[src/rtl/computer_pkg.sv]
// Shared constants for the 8-bit computer's output path: segment codes,
// display FSM state encodings and the BCD digit count.
package computer_pkg;

  localparam int unsigned BCD_DIGITS = 3;

  // Active-low segment codes, bit0 = seg a ... bit6 = seg g.
  localparam logic [6:0] SEG_0     = 7'h40;
  localparam logic [6:0] SEG_1     = 7'h79;
  localparam logic [6:0] SEG_2     = 7'h24;
  localparam logic [6:0] SEG_3     = 7'h30;
  localparam logic [6:0] SEG_4     = 7'h19;
  localparam logic [6:0] SEG_5     = 7'h12;
  localparam logic [6:0] SEG_6     = 7'h02;
  localparam logic [6:0] SEG_7     = 7'h78;
  localparam logic [6:0] SEG_8     = 7'h00;
  localparam logic [6:0] SEG_9     = 7'h10;
  localparam logic [6:0] SEG_BLANK = 7'h7F;

  localparam logic [1:0] ST_IDLE    = 2'd0;
  localparam logic [1:0] ST_CONVERT = 2'd1;
  localparam logic [1:0] ST_UPDATE  = 2'd2;

endpackage

[src/rtl/output_display_if.sv]
// Load/status bundle between the computer's OUT register and the display block.
interface output_display_if #(
  parameter int unsigned WIDTH = 8
);
  logic [WIDTH-1:0] out_data;
  logic             out_load;
  logic             busy;
  logic             done;
  logic [11:0]      bcd;

  modport master (output out_data, out_load, input busy, done, bcd);
  modport slave  (input out_data, out_load, output busy, done, bcd);
endinterface

[src/rtl/seg7_decoder.sv]
// Combinational BCD digit to active-low seven-segment decoder.
module seg7_decoder
  import computer_pkg::*;
(
  input  logic [3:0] digit,
  output logic [6:0] seg
);

  always_comb begin
    case (digit)
      4'd0:    seg = SEG_0;
      4'd1:    seg = SEG_1;
      4'd2:    seg = SEG_2;
      4'd3:    seg = SEG_3;
      4'd4:    seg = SEG_4;
      4'd5:    seg = SEG_5;
      4'd6:    seg = SEG_6;
      4'd7:    seg = SEG_7;
      4'd8:    seg = SEG_8;
      4'd9:    seg = SEG_9;
      default: seg = SEG_BLANK;
    endcase
  end

endmodule

[src/rtl/output_display.sv]
// Sequential double-dabble binary-to-BCD converter driving three seven-segment digits,
// with a one-deep pending buffer. Define OUTPUT_DISPLAY_BLANK_EN to blank leading zeros.
module output_display
  import computer_pkg::*;
#(
  parameter int unsigned WIDTH = 8
) (
  input  logic                CLOCK_50,
  input  logic                rst_n,
  output_display_if.slave     bus,
  output logic [6:0]          HEX0,
  output logic [6:0]          HEX1,
  output logic [6:0]          HEX2
);

  localparam int unsigned ITER = WIDTH;
  localparam int unsigned SW   = WIDTH + 12;
  localparam int unsigned CNTW = (ITER > 1) ? $clog2(ITER) : 1;

`ifdef OUTPUT_DISPLAY_BLANK_EN
  localparam logic [6:0] HEX2_RST = SEG_BLANK;
  localparam logic [6:0] HEX1_RST = SEG_BLANK;
`else
  localparam logic [6:0] HEX2_RST = SEG_0;
  localparam logic [6:0] HEX1_RST = SEG_0;
`endif

  logic [1:0]       state_q, state_d;
  logic [SW-1:0]    sr_q, sr_d, sr_step;
  logic [CNTW-1:0]  cnt_q, cnt_d;
  logic             pend_q, pend_d;
  logic [WIDTH-1:0] pend_data_q, pend_data_d;
  logic             busy_q, busy_d;
  logic             done_q, done_d;
  logic [11:0]      bcd_q, bcd_d;
  logic [6:0]       hex0_q, hex1_q, hex2_q;
  logic [6:0]       hex0_d, hex1_d, hex2_d;
  logic [6:0]       seg_u, seg_t, seg_h, hex1_nx, hex2_nx;
  logic [11:0]      dig;

  assign dig = sr_q[SW-1:WIDTH];

  seg7_decoder u_dec_units    (.digit(dig[3:0]),  .seg(seg_u));
  seg7_decoder u_dec_tens     (.digit(dig[7:4]),  .seg(seg_t));
  seg7_decoder u_dec_hundreds (.digit(dig[11:8]), .seg(seg_h));

`ifdef OUTPUT_DISPLAY_BLANK_EN
  assign hex2_nx = (dig[11:8] == 4'd0) ? SEG_BLANK : seg_h;
  assign hex1_nx = (dig[11:4] == 8'd0) ? SEG_BLANK : seg_t;
`else
  assign hex2_nx = seg_h;
  assign hex1_nx = seg_t;
`endif

  // One double-dabble iteration: add 3 to any nibble >= 5, then shift left.
  always_comb begin
    logic [SW-1:0] adj;
    adj = sr_q;
    for (int k = 0; k < BCD_DIGITS; k++) begin
      if (adj[WIDTH+4*k +: 4] >= 4'd5) adj[WIDTH+4*k +: 4] = adj[WIDTH+4*k +: 4] + 4'd3;
    end
    sr_step = adj << 1;
  end

  always_comb begin
    state_d     = state_q;
    sr_d        = sr_q;
    cnt_d       = cnt_q;
    pend_d      = pend_q;
    pend_data_d = pend_data_q;
    busy_d      = busy_q;
    done_d      = 1'b0;
    bcd_d       = bcd_q;
    hex0_d      = hex0_q;
    hex1_d      = hex1_q;
    hex2_d      = hex2_q;
    unique case (state_q)
      ST_IDLE: begin
        if (bus.out_load) begin
          sr_d    = {12'b0, bus.out_data};
          cnt_d   = '0;
          state_d = ST_CONVERT;
          busy_d  = 1'b1;
        end
      end
      ST_CONVERT: begin
        sr_d  = sr_step;
        cnt_d = cnt_q + CNTW'(1);
        if (cnt_q == CNTW'(ITER - 1)) state_d = ST_UPDATE;
        if (bus.out_load) begin
          pend_d      = 1'b1;
          pend_data_d = bus.out_data;
        end
      end
      ST_UPDATE: begin
        bcd_d  = dig;
        hex0_d = seg_u;
        hex1_d = hex1_nx;
        hex2_d = hex2_nx;
        done_d = 1'b1;
        busy_d = 1'b0;
        cnt_d  = '0;
        if (pend_q) begin
          // Pending value starts now; a load this cycle becomes the new pending one.
          sr_d    = {12'b0, pend_data_q};
          state_d = ST_CONVERT;
          busy_d  = 1'b1;
          pend_d  = bus.out_load;
          if (bus.out_load) pend_data_d = bus.out_data;
        end else if (bus.out_load) begin
          sr_d    = {12'b0, bus.out_data};
          state_d = ST_CONVERT;
          busy_d  = 1'b1;
        end else begin
          state_d = ST_IDLE;
        end
      end
      default: state_d = ST_IDLE;
    endcase
  end

  always_ff @(posedge CLOCK_50 or negedge rst_n) begin
    if (!rst_n) begin
      state_q     <= ST_IDLE;
      sr_q        <= '0;
      cnt_q       <= '0;
      pend_q      <= 1'b0;
      pend_data_q <= '0;
      busy_q      <= 1'b0;
      done_q      <= 1'b0;
      bcd_q       <= 12'h000;
      hex0_q      <= SEG_0;
      hex1_q      <= HEX1_RST;
      hex2_q      <= HEX2_RST;
    end else begin
      state_q     <= state_d;
      sr_q        <= sr_d;
      cnt_q       <= cnt_d;
      pend_q      <= pend_d;
      pend_data_q <= pend_data_d;
      busy_q      <= busy_d;
      done_q      <= done_d;
      bcd_q       <= bcd_d;
      hex0_q      <= hex0_d;
      hex1_q      <= hex1_d;
      hex2_q      <= hex2_d;
    end
  end

  assign bus.busy = busy_q;
  assign bus.done = done_q;
  assign bus.bcd  = bcd_q;
  assign HEX0     = hex0_q;
  assign HEX1     = hex1_q;
  assign HEX2     = hex2_q;

endmodule

[src/flat_wrapper.sv]
// flat-port wrapper written by rule: the top's interface ports become plain ports
module output_display_flat import computer_pkg::*;
#(
  parameter int unsigned WIDTH = 8
)
  (CLOCK_50, rst_n, HEX0, HEX1, HEX2, bus_out_data, bus_out_load, bus_busy, bus_done, bus_bcd);
  output_display_if #(.WIDTH(WIDTH)) bus_i ();
  input  logic CLOCK_50;
  input  logic rst_n;
  output logic [6:0] HEX0;
  output logic [6:0] HEX1;
  output logic [6:0] HEX2;
  input wire logic [$bits(bus_i.out_data)-1:0] bus_out_data;
  input wire logic [$bits(bus_i.out_load)-1:0] bus_out_load;
  output wire logic [$bits(bus_i.busy)-1:0] bus_busy;
  output wire logic [$bits(bus_i.done)-1:0] bus_done;
  output wire logic [$bits(bus_i.bcd)-1:0] bus_bcd;
  assign bus_i.out_data = bus_out_data;
  assign bus_i.out_load = bus_out_load;
  assign bus_busy = bus_i.busy;
  assign bus_done = bus_i.done;
  assign bus_bcd = bus_i.bcd;
  output_display #(.WIDTH(WIDTH)) u_core (.CLOCK_50(CLOCK_50), .rst_n(rst_n), .bus(bus_i), .HEX0(HEX0), .HEX1(HEX1), .HEX2(HEX2));
endmodule
[config.mk]
export PLATFORM = sky130hd
export DESIGN_NAME = output_display_flat
export DESIGN_NICKNAME = d
export VERILOG_FILES = /design/src/rtl/computer_pkg.sv /design/src/rtl/output_display_if.sv /design/src/rtl/seg7_decoder.sv /design/src/rtl/output_display.sv /design/src/flat_wrapper.sv
export SDC_FILE = /design/constraint.sdc
export NUM_CORES = 1
export LEC_CHECK = 0
export BUFFER_PORTS_ARGS = -buffer_cell sky130_fd_sc_hd__buf_2
export CORE_ASPECT_RATIO = 1.75
export CORE_MARGIN = 1.5
export CORE_UTILIZATION = 52
export DETAILED_ROUTE_END_ITERATION = 12
export GPL_TIMING_DRIVEN = 0
export PLACE_DENSITY_LB_ADDON = 0.25
export SETUP_SLACK_MARGIN = 0.05
export SYNTH_ARGS = -nofsm -noshare
export SYNTH_HDL_FRONTEND = slang
export SYNTH_SLANG_ARGS = --single-unit
[constraint.sdc]
create_clock -name CLOCK_50 -period 1.8 [get_ports CLOCK_50]
set_input_delay 0.18 -clock CLOCK_50 [delete_from_list [all_inputs] [get_ports CLOCK_50]]
set_output_delay 0.18 -clock CLOCK_50 [all_outputs]
set_load 0.01 [all_outputs]
==> results of run 1 <==
kinds of logic (layout without fill, tap and decap cells):
logic type / count (synthesis) / in the layout / share of synthesized area (%)
simple gates: 72 / 72 / 9.30
xor+xnor: 3 / 3 / 0.726
flops: 69 / 69 / 47.8
mux: 33 / 33 / 10.1
compound gates: 105 / 105 / 18.8
buf+inv: 48 / 121 / 5.67
fa+ha+maj: 22 / 22 / 7.61
power by group:
part	total, mW	switching [mW]	internal (mW)
clock	1.55	0.639	0.915
combinational	1.39	0.701	0.684
sequential	2.06	0.197	1.86
flip-flops by register name, summed over array words and instances (netlist names), 2 cells and up:
name and flops:
u_core.cnt_q 3, u_core.state_q 2, u_core.pend_data_q 8, u_core.HEX0 7, u_core.HEX1 7, u_core.sr_q 20, u_core.HEX2 7, u_core.bus.bcd 12
per-layer routing:
metal	GRT usage (%)	vias to the layer above	part of all wire (%)
met5	0	-	0
li1	-	1362	-
met3	5.37	16	3.1
met1	25.8	1412	38
met4	12.2	0	3.4
met2	41.8	59	55
metrics by stage:
stage	cell area, um^2	power (mW)
after floorplan	3620	2.86
after global placement	3950	3.17
after detailed placement	3950	3.22
after CTS	4270	4.86
after global routing	4430	5.26
final	4430	5.00
layout make-up:
type / instances / area, um^2
fillers: 583 / 2380
flip-flops and latches: 69 / 1740
multi-input cells: 235 / 1780
well taps: 84 / 105
inverters: 28 / 105
clock inverters: 6 / 30.0
clock buffers: 10 / 229
plain buffers: 20 / 114
repair buffers: 57 / 330
cell usage after synthesis (4+ instances only):
master | instances | area share (%)
a21oi_1 | 26 | 3.6
a221o_1 | 6 | 1.7
a22o_1 | 4 | 0.97
a22oi_1 | 7 | 1.5
buf_2 | 8 | 1.1
clkbuf_1 | 10 | 1.0
dfrtp_1 | 66 | 46
ha_1 | 22 | 7.6
inv_1 | 27 | 2.8
mux2_2 | 28 | 8.7
mux2i_1 | 5 | 1.4
nand2_1 | 24 | 2.5
nand2b_1 | 8 | 1.4
nand3_1 | 5 | 0.69
nor2_1 | 18 | 1.9
nor2b_1 | 6 | 1.0
nor3_1 | 5 | 0.69
o211ai_1 | 12 | 2.5
o21ai_0 | 33 | 4.6
final timing paths:
| path | startpoint | endpoint | slack [ns] | cells after the start |
|---|---|---|---|---|
| hold / removal | bus_out_data[2] | u_core.pend_data_q[2] | 0.09 | 2 |
| min in group asynchronous | rst_n | u_core.HEX0[2] | 0.50 | 2 |
| setup reg to reg | u_core.state_q[1] | u_core.pend_data_q[6] | 0.05 | 7 |
| setup / recovery | u_core.state_q[1] | u_core.pend_data_q[6] | 0.05 | 7 |
| hold reg to reg | u_core.HEX0[6] | u_core.HEX0[6] | 0.47 | 2 |
| max in group asynchronous | rst_n | u_core.sr_q[13] | 0.68 | 2 |
worst max-delay path: stages, from the launching register on:
cell     delay, ns
dfrtp_1       0.43
ha_4          0.19
buf_8         0.13
and2_4        0.14
buf_6         0.13
o21ai_4       0.14
buf_12        0.15
mux2_2        0.33
timing repair:
item,CTS,global route
pin swaps,1,1
endpoints found under the hold margin,59,0
hold buffers,1,0
gates resized for setup,6,30
setup buffers,3,7
gates cloned,0,1
setup endpoints to repair,24,32
layout by cell type (no fill, tap or decap), drive strengths merged, types with 2 or more instances in the layout:
cell     instances
a21o             3
a21oi           26
a221o            6
a22o             4
a22oi            7
and2             3
buf             66
clkbuf          20
clkinv           6
dfrtp           66
dfstp            3
ha              22
inv             28
mux2            28
mux2i            5
nand2           24
nand2b           8
nand3            5
nand3b           2
nor2            18
nor2b            6
nor3             5
o211ai          12
o21ai           34
o22a             2
o2bb2ai          3
o31ai            2
xnor2            3
==> results_dict.tcl, run 1 <==
set metrics [dict create \
    outcome "completed" \
    synth_cells 352 \
    clock_skew_ns 0.00530 \
    power.density_nw_per_um2 1130 \
    cts_tree "done" \
    ys_dominant_reg_cell "dfrtp_1" \
    place.gp.congestion 0.855 \
    ir_worst_vdd_v 0.000842 \
    synth_area_um2 3620 \
    drt-total-wl_um 8240 \
    firstDrtPassIters 4 \
    maxSlewHeadroom_pct 42.4 \
    fp.dieH_um 113 \
    rows 40 \
    fin_ws_ns 0.0455 \
    clock.fmax_mhz 570 \
    root_buffer "clkbuf_16" \
    tns_ns 0 \
    worst_pin_slew_ns 0.864 \
    cts_sinks 69 \
    ant_nets 0 \
    synth-seq-cells 69 \
    hold_viol_final 0 \
    ios 46 \
    maxCapViolCount 0 \
    cp.required_ns 2.02 \
    grtUsageTotal_pct 23.7 \
    yosys_warnings 0 \
    die-area_um2 7490 \
    initial_utilization_pct 53.2 \
    worst_ep_arrival_time_ns 1.98 \
    fin_crit_sh_pct 97.5 \
    hold_class "in2reg" \
    cts_max_path_buffers 2 \
    ys_types 37 \
    final_cells 509 \
    grt_pass1_vias 2818 \
    leakagePower_nw 2.15 \
    syn_area_per_cell_um2 10.3 \
    maxSlewViolCount 0 \
    core_um2 6810 \
    nets 453 \
    die_w_um 66.1 \
    synth_edf_count 0 \
    setup_viol 0 \
    antenna_found_initial 0 \
    clkLatencyLatePin_ns 0.34 \
    wire_per_inst_um 16.2 \
    dpl_worst_slack_ns -0.114 \
    fin_hold_ws_ns 0.0868 \
    synthToLayoutAreaGrowth_pct 22.3 \
    drive_gt1_share_pct 31.8 \
    n_antenna_cell 0 \
    drt-initial-drc-count 171 \
    cts_buffers 9 \
    dp_cells 481 \
    vias_per_cell 5.60 \
    cp-end-kind "register" \
    crit_fanout 8 \
    grt_start_max_net_pins 70 \
    min_period_ns 1.75 \
    htreeDepth 3 \
    rsz0062_at_grt "yes" \
    drc 0 \
    grt_pass1_wl_um 13300 \
    clk_pin_slew_worst_paths_ns 0.05 \
    final_util_pct 65.0 \
    via_count 2849 \
    numPortBuffers 45 \
    grt_overflow_total 0 \
    critPathKind "reg2reg" \
    ys_async_sr_fraction_pct 100 \
    ys_seq_area_share_pct 47.8 \
    startpoint_type "register" \
    syn-num-nets 385 \
    hpwl_um 5700 \
]
Note: power is estimated with default switching activity, not from simulation.
==> inputs of run 2 (changes only) <==
==> constraint.sdc (replaced) <==
create_clock -name CLOCK_50 -period 1.8 [get_ports CLOCK_50]
set_input_delay 0.27 -clock CLOCK_50 [delete_from_list [all_inputs] [get_ports CLOCK_50]]
set_output_delay 0.27 -clock CLOCK_50 [all_outputs]
set_load 0.01 [all_outputs]
==> run 2 against run 1 <==
Against the previous run:
- non-clock buffer count shrank 1
- power decreased by 0.11%
- first-iteration DRC count is 20% lower
- sequential power hardly changed
- setup slack worse by 0.0030 ns
- global-route usage stayed put
- utilization fell by 0.15 points
- via count is 0.35% higher
- largest power group unchanged
==> results_dict.tcl, run 2 (synthesis gave the netlist of run 1 again) <==
set metrics [dict create \
    clk_pin_slew_worst_paths_ns 0.05 \
    numPortBuffers 45 \
    rows 40 \
    grt_overflow_total 0 \
    final_cells 508 \
    maxSlewHeadroom_pct 42.1 \
    ant_nets 0 \
    cp.required_ns 2.02 \
    initial_utilization_pct 53.2 \
    min_period_ns 1.76 \
    clkLatencyLatePin_ns 0.34 \
    regMostFlops "u_core.sr_q" \
    fin_crit_sh_pct 97.6 \
    mostFrequentLayoutCells "dfrtp_1 (62), buf_2 (50), o21ai_0 (33)" \
    rsz0062_at_grt "yes" \
    critPathKind "reg2reg" \
    fp.dieH_um 113 \
    n_antenna_cell 0 \
    drive_gt1_share_pct 31.8 \
    worst_pin_slew_ns 0.868 \
    largest_reg_flops 20 \
    r2r_slack_ns 0.04 \
    wire_per_inst_um 16.3 \
    grt_start_max_net_pins 70 \
    cts_tree "done" \
    htreeDepth 3 \
    final_common_cell "dfrtp_1" \
    crit_chain "ha_4 > buf_8 > and2_4 > buf_6 > o21ai_4 > buf_12 > mux2_2" \
    worst_ep_arrival_time_ns 1.98 \
    via_count 2859 \
    vias_per_cell 5.63 \
    root_buffer "clkbuf_16" \
    r2r_start "u_core.state_q[1]" \
    final_util_pct 64.9 \
    clock.fmax_mhz 569 \
    maxSlewViolCount 0 \
    synthToLayoutAreaGrowth_pct 22.0 \
    die_w_um 66.1 \
    cp-end-kind "register" \
    grt_pass1_wl_um 13300 \
    dpl_worst_slack_ns -0.114 \
    ios 46 \
    crit_path_max_incr_delay_ns 0.43 \
    rr_endpoint "u_core.pend_data_q[6]" \
    leakagePower_nw 2.15 \
    place.gp.congestion 0.855 \
    core_um2 6810 \
    antenna_found_initial 0 \
    ir_worst_vdd_v 0.000841 \
    startpoint_type "register" \
    nets 452 \
    worst_path_max_delay_cell "dfrtp_1" \
    hold_class "in2async" \
    power.density_nw_per_um2 1130 \
    drt-total-wl_um 8260 \
    cts_max_path_buffers 2 \
    firstDrtPassIters 4 \
    fill_cells 584 \
    outcome "completed" \
    dp_cells 481 \
    hpwl_um 5700 \
    drt-initial-drc-count 136 \
    crit_fanout 8 \
    grt_pass1_vias 2818 \
    drc 0 \
    cts_buffers 9 \
    hold_viol_final 0 \
    grtUsageTotal_pct 23.7 \
    setup_viol 0 \
    cts_sinks 69 \
    maxCapViolCount 0 \
    clock_skew_ns 0.00474 \
    die-area_um2 7490 \
    worst-r2r-cell-count 7 \
    fin_ws_ns 0.0424 \
]
-- run 2: cell type report --
cell class	count	area [um^2]	share of cell area, %
Multi-Input combinational cell	235	1780	40.2
Sequential cell	69	1740	39.3
Timing Repair Buffer	56	320	7.25
Clock buffer	10	229	5.19
Buffer	20	114	2.58
Inverter	28	105	2.38
Tap cell	84	105	2.38
Clock inverter	6	30.0	0.680
-- run 2: per-layer routing --
metal | GRT usage [%] | wire (um)
met2 | 41.8 | 4550
met5 | 0 | 0
met3 | 5.37 | 237
met4 | 12.2 | 287
met1 | 25.8 | 3180
-- run 2: repair_timing --
action / in CTS / in global routing
setup endpoints to repair: 24 / 32
resized for setup: 6 / 30
setup buffers: 3 / 7
cloned: 0 / 1
endpoints found under the hold margin: 0 / 0
hold buffers: 0 / 0
pin swaps: 1 / 1
-- run 2: worst max path at each step --
| stage | start | endpoint | slack, ns | cells past startpoint |
|---|---|---|---|---|
| final | u_core.state_q[1] | u_core.pend_data_q[6] | 0.04 | 7 |
| after global placement | u_core.state_q[0] | u_core.pend_data_q[2] | -0.08 | 7 |
| after floorplan | u_core.state_q[0] | u_core.pend_data_q[0] | 0.07 | 7 |
| after CTS | u_core.state_q[0] | u_core.pend_data_q[6] | 0.003 | 8 |
| after global routing | u_core.state_q[0] | u_core.pend_data_q[2] | 0.01 | 8 |
| after detailed placement | u_core.state_q[0] | u_core.pend_data_q[6] | -0.11 | 7 |
-- run 2: power breakdown --
part / switching [mW] / total (mW) / internal [mW] / leakage [nW]
sequential: 0.197 / 2.06 / 1.86 / 0.905
clock: 0.636 / 1.55 / 0.915 / 0.136
combinational: 0.700 / 1.38 / 0.682 / 1.11
-- run 2: worst max-delay path: cells and delay by family (launching register included) --
kind / cells / cell delay, ns
flops: 1 / 0.43
buf+inv: 3 / 0.41
mux: 1 / 0.33
fa+ha+maj: 1 / 0.19
simple gates: 1 / 0.14
compound gates: 1 / 0.14
-- run 2: stage by stage --
step                cell area (um^2)  power, mW  hold WS (ns)  TNS (ns)
floorplan                       3620       2.86       -0.0256         0
global placement                3950       3.17         0.459    -0.681
detailed placement              3950       3.22         0.440     -1.47
CTS                             4260       4.86        0.0753         0
global route                    4420       5.26         0.134         0
finish                          4420       4.99        0.0548         0
==> inputs of run 3 (changes only) <==
--- a/config.mk
+++ b/config.mk
@@ -5,6 +5,7 @@
 export SDC_FILE = /design/constraint.sdc
 export NUM_CORES = 1
 export LEC_CHECK = 0
+export ABC_CLOCK_PERIOD_IN_PS = 1400
 export BUFFER_PORTS_ARGS = -buffer_cell sky130_fd_sc_hd__buf_2
 export CORE_ASPECT_RATIO = 1.75
 export CORE_MARGIN = 1.5
@@ -13,6 +14,7 @@
 export GPL_TIMING_DRIVEN = 0
 export PLACE_DENSITY_LB_ADDON = 0.25
 export SETUP_SLACK_MARGIN = 0.05
+export SLEW_MARGIN = 10
 export SYNTH_ARGS = -nofsm -noshare
 export SYNTH_HDL_FRONTEND = slang
 export SYNTH_SLANG_ARGS = --single-unit
==> constraint.sdc (replaced) <==
create_clock -name CLOCK_50 -period 1.4 [get_ports CLOCK_50]
set_input_delay 0.21 -clock CLOCK_50 [delete_from_list [all_inputs] [get_ports CLOCK_50]]
set_output_delay 0.21 -clock CLOCK_50 [all_outputs]
set_load 0.01 [all_outputs]
==> run 3 against run 2 <==
Against the previous run:
- the run now ends with negative setup slack left
- setup slack worse by 0.28 ns
- die area stayed put
- sequential cell count did not move
- via count grew 7.3%
- maximum frequency increased by 7.3%
- power up 49%
- global-route usage is 3.3 points higher
==> results_dict.tcl, run 3 (synthesis gave the netlist of run 1 again) <==
set metrics [dict create \
    tns_ns -9.10 \
    crit_end "u_core.bus.bcd[11]" \
    timing.critical_path.buf_inv 5 \
    worst_ep_arrival_time_ns 1.86 \
    grtUsageTotal_pct 27.0 \
    min_period_ns 1.64 \
    startpoint_type "register" \
    worst_pin_slew_ns 0.468 \
    mostFrequentLayoutCells "dfrtp_1 (59), buf_2 (47), buf_4 (25)" \
    clock_skew_ns 0.00539 \
    dp_cells 482 \
    die-area_um2 7490 \
    cp.required_ns 1.62 \
    worst-r2r-cell-count 7 \
    regArea_um2 1740 \
    initial_utilization_pct 53.2 \
    drive_gt1_share_pct 46.9 \
    cts_sinks 69 \
    rows 40 \
    clk_pin_slew_worst_paths_ns 0.05 \
    htreeDepth 3 \
    path_depth 7 \
    leakagePower_nw 2.43 \
    hold_viol_final 0 \
    regMostFlops "u_core.sr_q" \
    clock.fmax_mhz 611 \
    total_power_mw 7.44 \
    largest_reg_flops 20 \
    grt_start_max_net_pins 48 \
    rsz0062_at_grt "yes" \
    maxSlewViolCount 0 \
    critPathKind "reg2reg" \
    antenna_found_initial 0 \
    rr_endpoint "u_core.bus.bcd[11]" \
    cp-end-kind "register" \
    power.density_nw_per_um2 1470 \
    dpl_worst_slack_ns -0.472 \
    drt-initial-drc-count 167 \
    synthToLayoutAreaGrowth_pct 39.6 \
    cts_max_path_buffers 2 \
    fin_crit_sh_pct 117 \
    fill_cells 463 \
    cp-startpoint "u_core.state_q[0]" \
    cts_tree "done" \
    final_common_cell "dfrtp_1" \
    hold_class "in2reg" \
    ir_worst_vdd_v 0.00108 \
    core_um2 6810 \
    worst_path_max_delay_cell "dfrtp_1" \
    numPortBuffers 45 \
    fin_ws_ns -0.238 \
    grt_pass1_wl_um 15100 \
    r2r_slack_ns -0.24 \
    grt_pass1_vias 3050 \
    wire_per_inst_um 19.4 \
    nets 474 \
    multi_input_area_um2 2020 \
    crit_path_max_incr_delay_ns 0.40 \
    maxCapViolCount 0 \
    hpwl_um 5780 \
    fp.dieH_um 113 \
    crit_chain "inv_2 > ha_4 > buf_6 > buf_4 > buf_8 > buf_4 > mux2_2" \
    clkLatencyLatePin_ns 0.34 \
    drt-total-wl_um 10300 \
    outcome "finished, violations left" \
    vias_per_cell 5.79 \
    root_buffer "clkbuf_16" \
    critPathMostFrequentCell "buf_4" \
    maxSlewHeadroom_pct 68.8 \
    r2r_start "u_core.state_q[0]" \
    crit_fanout 5 \
    cts_buffers 9 \
    final_util_pct 74.2 \
    setup_viol 64 \
    ant_nets 0 \
    grt_overflow_total 0 \
    place.gp.congestion 0.848 \
    violations "negative setup slack" \
    via_count 3068 \
    crit_family "buffers and inverters" \
    die_w_um 66.1 \
    n_antenna_cell 0 \
    final_cells 530 \
    firstDrtPassIters 4 \
    drc 0 \
    ios 46 \
]
==> run 3: worst min path at each step <==
stage                     depth (start not counted)             from               endpoint  slack [ns]
after floorplan                                   0            rst_n         u_core.HEX0[0]       -0.09
after global placement                            2   u_core.HEX0[6]         u_core.HEX0[6]        0.45
after detailed placement                          1            rst_n         u_core.HEX0[3]        0.13
after CTS                                         2  bus_out_data[5]  u_core.pend_data_q[5]        0.11
after global routing                              2  bus_out_data[5]  u_core.pend_data_q[5]        0.13
final                                             2  bus_out_data[4]  u_core.pend_data_q[4]        0.11
==> run 3: repair_timing <==
action | 4_1_cts | 5_1_grt
resized for setup | 94 | 44
hold buffers | 1 | 0
hold endpoints to repair | 22 | 0
setup endpoints to repair | 65 | 67
setup buffers | 23 | 6
pin swaps | 26 | 15
gates cloned | 3 | 1
==> run 3: final cells by class <==
type	count	area share, %
Sequential cell	69	34.4
Inverter	28	2.13
Buffer	18	3.94
Tap cell	84	2.08
Timing Repair Buffer	80	11.7
Clock buffer	11	4.81
Multi-Input combinational cell	235	39.9
Clock inverter	5	0.991
==> run 3: worst reg2reg max path, delay by kind of cell (launching register included) <==
family	cells	cell delay, ns
flops	1	0.40
fa+ha+maj	1	0.14
buf+inv	5	0.63
mux	1	0.34
==> run 3: report_power, final <==
group / switching [mW] / total, mW / internal, mW
clock network: 0.838 / 2.25 / 1.41
logic: 1.20 / 2.49 / 1.29
registers: 0.305 / 2.70 / 2.40
total: 2.34 / 7.44 / 5.11
==> run 3: stage by stage <==
step / hold WS (ns) / area (um^2)
floorplan: -0.0856 / 3680
global route: 0.125 / 5050
CTS: 0.114 / 4840
detailed placement: 0.132 / 4050
global placement: 0.455 / 4020
finish: 0.114 / 5050
==> run 3: metal layers <==
metal / wire [um] / track usage, % / part of all wire, %
met3: 316 / 4.97 / 3.1
met1: 3850 / 29.3 / 38
met5: 0 / 0 / 0
met4: 410 / 14.3 / 4.0
met2: 5680 / 48.2 / 55
